## src/rtl/alu_pkg.sv

```systemverilog
`default_nettype none
// ============================================================================
// Module      : alu_pkg
// Description : Constants, FSM encoding and request bundle shared by the
//               ALU operation sequencer and the ALU.
// Revision    : 1.0 - initial release
// ============================================================================
package alu_pkg;

    localparam int DATA_W = 8;
    localparam int SEL_W  = 4;

    localparam logic [1:0] ST_IDLE = 2'd0;
    localparam logic [1:0] ST_WAIT = 2'd1;
    localparam logic [1:0] ST_RESP = 2'd2;

    typedef struct packed {
        logic [DATA_W-1:0] a;
        logic [DATA_W-1:0] b;
        logic [SEL_W-1:0]  sel;
        logic              c_in;
        logic              use_acc;
    } alu_req_t;

endpackage
`default_nettype wire

```

## src/rtl/alu_op_sequencer.sv

```systemverilog
`default_nettype none
// ============================================================================
// Module      : alu_op_sequencer
// Description : Issues one request at a time to a fixed-latency ALU, captures
//               the result into an accumulator and a valid/ready response.
// Revision    : 1.0 - initial release
// ============================================================================
module alu_op_sequencer
    import alu_pkg::ST_IDLE;
    import alu_pkg::ST_WAIT;
    import alu_pkg::ST_RESP;
#(
    parameter int DATA_W      = alu_pkg::DATA_W,
    parameter int SEL_W       = alu_pkg::SEL_W,
    parameter int ALU_LATENCY = 2,
    parameter int CNT_W       = 16
) (
    input  logic              clk,
    input  logic              rst,
    input  logic              req_valid,
    output logic              req_ready,
    input  logic [DATA_W-1:0] req_a,
    input  logic [DATA_W-1:0] req_b,
    input  logic [SEL_W-1:0]  req_sel,
    input  logic              req_c_in,
    input  logic              req_use_acc,
    output logic [DATA_W-1:0] alu_a,
    output logic [DATA_W-1:0] alu_b,
    output logic [SEL_W-1:0]  alu_sel,
    output logic              alu_c_in,
    input  logic [DATA_W-1:0] alu_y,
    output logic              rsp_valid,
    input  logic              rsp_ready,
    output logic [DATA_W-1:0] rsp_y,
    output logic [DATA_W-1:0] acc_out,
    output logic              busy,
    output logic [CNT_W-1:0]  op_count
);

    localparam logic [3:0] c_lat_init = 4'(ALU_LATENCY - 1);

    logic [1:0]        r_state;
    logic [1:0]        w_state_nxt;
    logic [3:0]        r_lat_cnt;
    logic [DATA_W-1:0] r_alu_a;
    logic [DATA_W-1:0] r_alu_b;
    logic [SEL_W-1:0]  r_alu_sel;
    logic              r_alu_c_in;
    logic [DATA_W-1:0] r_rsp_y;
    logic [DATA_W-1:0] r_acc;
    logic              r_rsp_valid;
    logic [CNT_W-1:0]  r_op_count;
    logic              w_req_ready;
    logic              w_busy;

    logic w_accept;
    logic w_capture;
    logic w_rsp_done;

    assign w_accept   = (r_state == ST_IDLE) && req_valid;
    assign w_capture  = (r_state == ST_WAIT) && (r_lat_cnt == 4'd0);
    assign w_rsp_done = (r_state == ST_RESP) && rsp_ready;

    always_ff @(posedge clk) begin
        if (rst) begin
            r_state <= ST_IDLE;
        end else begin
            r_state <= w_state_nxt;
        end
    end

    always_comb begin
        w_state_nxt = r_state;
        case (r_state)
            ST_IDLE: if (w_accept)   w_state_nxt = ST_WAIT;
            ST_WAIT: if (w_capture)  w_state_nxt = ST_RESP;
            ST_RESP: if (w_rsp_done) w_state_nxt = ST_IDLE;
            default: w_state_nxt = ST_IDLE;
        endcase
    end

    always_comb begin
        w_req_ready = 1'b0;
        w_busy      = 1'b1;
        if (r_state == ST_IDLE) begin
            w_req_ready = 1'b1;
            w_busy      = 1'b0;
        end
    end

    // ALU inputs move only on accept so the ALU sees them stable until capture.
    always_ff @(posedge clk) begin
        if (rst) begin
            r_alu_a    <= '0;
            r_alu_b    <= '0;
            r_alu_sel  <= '0;
            r_alu_c_in <= 1'b0;
            r_lat_cnt  <= 4'd0;
        end else if (w_accept) begin
            r_alu_a    <= req_use_acc ? r_acc : req_a;
            r_alu_b    <= req_b;
            r_alu_sel  <= req_sel;
            r_alu_c_in <= req_c_in;
            r_lat_cnt  <= c_lat_init;
        end else if ((r_state == ST_WAIT) && (r_lat_cnt != 4'd0)) begin
            r_lat_cnt  <= r_lat_cnt - 4'd1;
        end
    end

    always_ff @(posedge clk) begin
        if (rst) begin
            r_rsp_y     <= '0;
            r_acc       <= '0;
            r_rsp_valid <= 1'b0;
            r_op_count  <= '0;
        end else if (w_capture) begin
            r_rsp_y     <= alu_y;
            r_acc       <= alu_y;
            r_rsp_valid <= 1'b1;
        end else if (w_rsp_done) begin
            r_rsp_valid <= 1'b0;
            r_op_count  <= r_op_count + CNT_W'(1);
        end
    end

    assign req_ready = w_req_ready;
    assign busy      = w_busy;
    assign alu_a     = r_alu_a;
    assign alu_b     = r_alu_b;
    assign alu_sel   = r_alu_sel;
    assign alu_c_in  = r_alu_c_in;
    assign rsp_valid = r_rsp_valid;
    assign rsp_y     = r_rsp_y;
    assign acc_out   = r_acc;
    assign op_count  = r_op_count;

endmodule
`default_nettype wire
```

## config.mk

```make
export PLATFORM = sky130hd
export DESIGN_NAME = alu_op_sequencer
export DESIGN_NICKNAME = d
export VERILOG_FILES = /design/src/rtl/alu_pkg.sv /design/src/rtl/alu_op_sequencer.sv
export SDC_FILE = /design/constraint.sdc
export NUM_CORES = 1
export LEC_CHECK = 0
export ABC_AREA = 1
export CORE_MARGIN = 2
export CORE_UTILIZATION = 41
export CTS_BUF_LIST = sky130_fd_sc_hd__clkbuf_8
export DETAILED_ROUTE_END_ITERATION = 12
export GPL_ROUTABILITY_DRIVEN = 0
export PLACE_DENSITY = 0.77
export SLEW_MARGIN = 20
export SYNTH_ARGS = -nofsm -noshare
export SYNTH_HDL_FRONTEND = slang
export SYNTH_SLANG_ARGS = --single-unit
```

## constraint.sdc

```tcl
create_clock -name clk -period 1.1 [get_ports clk]
set_input_delay 0.22 -clock clk [delete_from_list [all_inputs] [get_ports clk]]
set_output_delay 0.22 -clock clk [all_outputs]
set_load 0.02 [all_outputs]
```

==> reports/results.tsv, run 1 <==
stage	metric	value	unit
final_layout	Layout Nets	491	
worst_setup_path	required time of the critical path	1.34	ns
routing	routed vias/inst	4.98	
die	Initial Util	42.4	%
grt	pin count of the biggest net entering global routing	17	
timing	worst setup margin	-0.141	ns
timing	worst slew pin tran	0.261	ns
timing	Final Cycle Share	113	%
routing	Avg WL per Cell	13.3	um
timing	# setup viols final	53	
worst_setup_path	R2R Setup Slk	-0.14	ns
routing	DRC	0	
synthesis	Syn Area/Cell	7.27	um^2
final_layout	Filler cells	432	
worst_setup_path	Crit path top cell by count	buf_6	
final_layout	most common cell after layout, fill and taps aside	nor2_1	
run	Max Cap Viol	0	
clock_tree	number of H-tree levels	2	
timing	relative slew slack	82.6	%
clock_tree	Clock transition at path regs	0.10	ns
worst_setup_path	Cell Chain, Critical Path	buf_6 -> buf_6 -> nand2_4 -> nor2_4 -> buf_6 -> o21ai_2 -> nor2_1	
clock_tree	Hold Buf Count CTS	0	
pwr	Design Power	0.00488	W
clock_tree	TritonCTS buffer count	5	
clock_tree	root buffer selected by CTS	clkbuf_8	
clock_tree	Worst-Skew Late Latency	0.31	ns
timing	Worst Skew	0.00790	ns
die	core area	5510	um^2
final_layout	layout cells sized above 1	48.0	%
timing	TNS Setup	-4.30	ns
grt	vias in the first global route	2642	
final_layout	Finished Layout Cells	528	
pwr	leakage power	1.81	nW
die	Rows	27	
timing	final hold violation count	0	
pwr	Sw Pwr	0.00149	W
pwr	Int Pwr	0.00339	W
worst_setup_path	CP Class	reg -> reg	
die	Die Y	79.4	um
placed_design	I/O Buffers	89	
die	die area	6310	um^2
clock_tree	CTS tree	yes	
worst_setup_path	crit path capture type	register	
worst_hold_path	Hold Path Class	reg -> reg	
timing	RSZ-0062 raised after global routing	yes	
synthesis	post-synthesis mux area share	0	%
worst_setup_path	CP arrival	1.48	ns
synthesis	Distinct cells, synth	28	
routing	drt first pass iters	4	
synthesis	Seq/Total Area, Yosys	44.6	%
routing	Iteration-0 DRC Markers	56	
run_status	status	finished, violations left	
synthesis	post-synthesis simple-gate area fraction	27.7	%
grt	global route overflow	0	
synthesis	largest family of logic cells by synthesized area	simple AND/OR/NAND/NOR gates	
routing	Final ANT Viol Nets	0	
synthesis	Synth Area in Adders	1.07	%
die	Die X	79.4	um
timing	min cycle time layout	1.24	ns
synthesis	Net Count, Synth	357	
final_layout	Antenna Cells	0	
worst_setup_path	CP peak stage delay	0.37	ns
worst_setup_path	crit path launch type	register	
final_layout	utilization after layout	71.8	%
pwr	pwr dens	1230	nW/um^2
synthesis	Cells after Synth	321	
die	Top-Level Pins	90	
worst_setup_path	Crit Path Max Fanout	4	
placed_design	placed cells	511	
final_layout	Syn-to-layout area delta	69.6	%
routing	detailed-route via count	2628	
routing	Post-Route WL	7.05	mm
grt	antenna violations before repair	0	
synthesis	XOR/XNOR Fraction of Synth Area	1.13	%
worst_setup_path	Slowest-stage cell, CP	dfxtp_2	
pwr	Clock Power Share	29.0	%
pwr	Reg power frac	43.1	%
pwr	Logic pwr share	27.9	%
placed_design	hpwl dp	4.72	mm
placed_design	pre-CTS setup slack	-0.489	ns
timing	Slew Limit Fails	0	
clock_tree	clock sinks	52	
synthesis	Synth Area in Compound Gates	14.3	%
synthesis	Cell Area, Synth	2330	um^2
final_layout	most frequent cells in the layout	nor2_1, buf_2, buf_4	
timing	f_max	0.806	GHz
synthesis	Yosys reg bits	52	
grt	first-pass GRT wire length	11.0	mm
pwr	Sw Ratio	30.5	%
run_status	failing checks	setup timing	
grt	total global routing track utilization	21.8	%
synthesis	Ys Warns	0	
pwr	VDD IR max	0.712	mV
clock_tree	clock buffer depth	2	
-- final timing paths --
path / startpoint / endpoint / cells after the start
worst max-delay path: r_state[0] / acc_out[2] / 7
worst min-delay path: rsp_valid / rsp_valid / 2
worst max register to register: r_state[0] / acc_out[2] / 7
worst min register to register: rsp_valid / rsp_valid / 2
-- cells in the mapped netlist --
cell,count,area [um^2]
nand4_1,5,31.3
o21ai_0,25,125
nand4_2,1,12.5
clkbuf_1,3,11.3
nor3b_2,1,12.5
inv_1,29,109
nand3_2,1,10.0
buf_4,11,82.6
xnor2_1,1,8.76
buf_2,4,20.0
ha_1,2,25.0
o21ai_1,8,40.0
a21oi_1,29,145
nand3_4,1,17.5
o21a_1,2,15.0
buf_6,1,11.3
a211oi_1,1,7.51
nand3_1,10,50.1
nor3_1,4,20.0
dfxtp_1,52,1040
xor2_1,2,17.5
inv_2,6,22.5
nor2_4,3,33.8
nor2_2,3,18.8
clkbuf_2,1,5.00
nand2_1,39,146
nand2_2,3,18.8
nor2_1,73,274
-- worst max-delay path, delay by kind of cell, from the launching register on --
kind / cells / cell delay [ns]
compound gates: 1 / 0.05
buf+inv: 3 / 0.39
flops: 1 / 0.37
simple gates: 3 / 0.36
-- per-layer routing --
layer  part of all wire [%]  GRT usage [%]  vias to the layer above
li1                       -              -                     1291
met1                     40           23.1                     1237
met2                     53           40.8                       88
met3                    5.9           6.00                       12
met4                    1.6           7.59                        0
met5                      0              0                        -
-- timing repair --
action / 4_1_cts / 5_1_grt
gates resized for setup: 276 / 72
hold endpoints to repair: 0 / 0
setup buffers: 4 / 2
cloned: 1 / 2
endpoints found under the setup margin: 107 / 63
pin swaps: 13 / 20
-- cell families (layout without fill, tap and decap cells) --
logic type / after synthesis / count (layout)
simple gates: 144 / 144
compound gates: 65 / 65
buf+inv: 55 / 190
flops: 52 / 52
xor+xnor: 3 / 3
fa+ha+maj: 2 / 2
-- registers in the layout, summed over array words and instances (netlist names) --
signal and flops:
acc_out 8, alu_a 8, alu_b 8, alu_c_in 1
alu_sel 4, op_count 16, r_lat_cnt 4, r_state 2
rsp_valid 1
-- metrics by stage --
step / instance area, um^2 / hold WS, ns
after floorplan: 2420 / 0.336
after global placement: 3660 / 0.453
after detailed placement: 3660 / 0.464
after CTS: 3670 / 0.478
after global routing: 3960 / 0.506
final: 3960 / 0.475
-- final cells by class --
class	instances	area, um^2	share of cell area, %
clock buffers	6	82.6	2.09
repair buffers	147	1200	30.4
well taps	72	90.1	2.28
clock inverters	2	38.8	0.981
multi-input cells	214	1310	33.1
inverters	35	159	4.02
flip-flops and latches	52	1070	27.1
-- power by group through the flow --
stage / clock, W / sequential (W) / combinational (W)
6_report: 0.00141 / 0.00210 / 0.00136
4_1_cts: 0.00142 / 0.00209 / 0.00118
5_1_grt: 0.00149 / 0.00212 / 0.00146
2_1_floorplan: 0 / 0.00228 / 0.000463
3_5_place_dp: 0 / 0.00213 / 0.00123
3_3_place_gp: 0 / 0.00213 / 0.00121
Note: power is estimated with default switching activity, not from simulation.
==> inputs of run 2 (changes only) <==
- CTS_CLUSTER_DIAMETER: not set -> 100
==> results of run 2 <==
The final DEF is identical to that of run 1; final timing and power are the same.
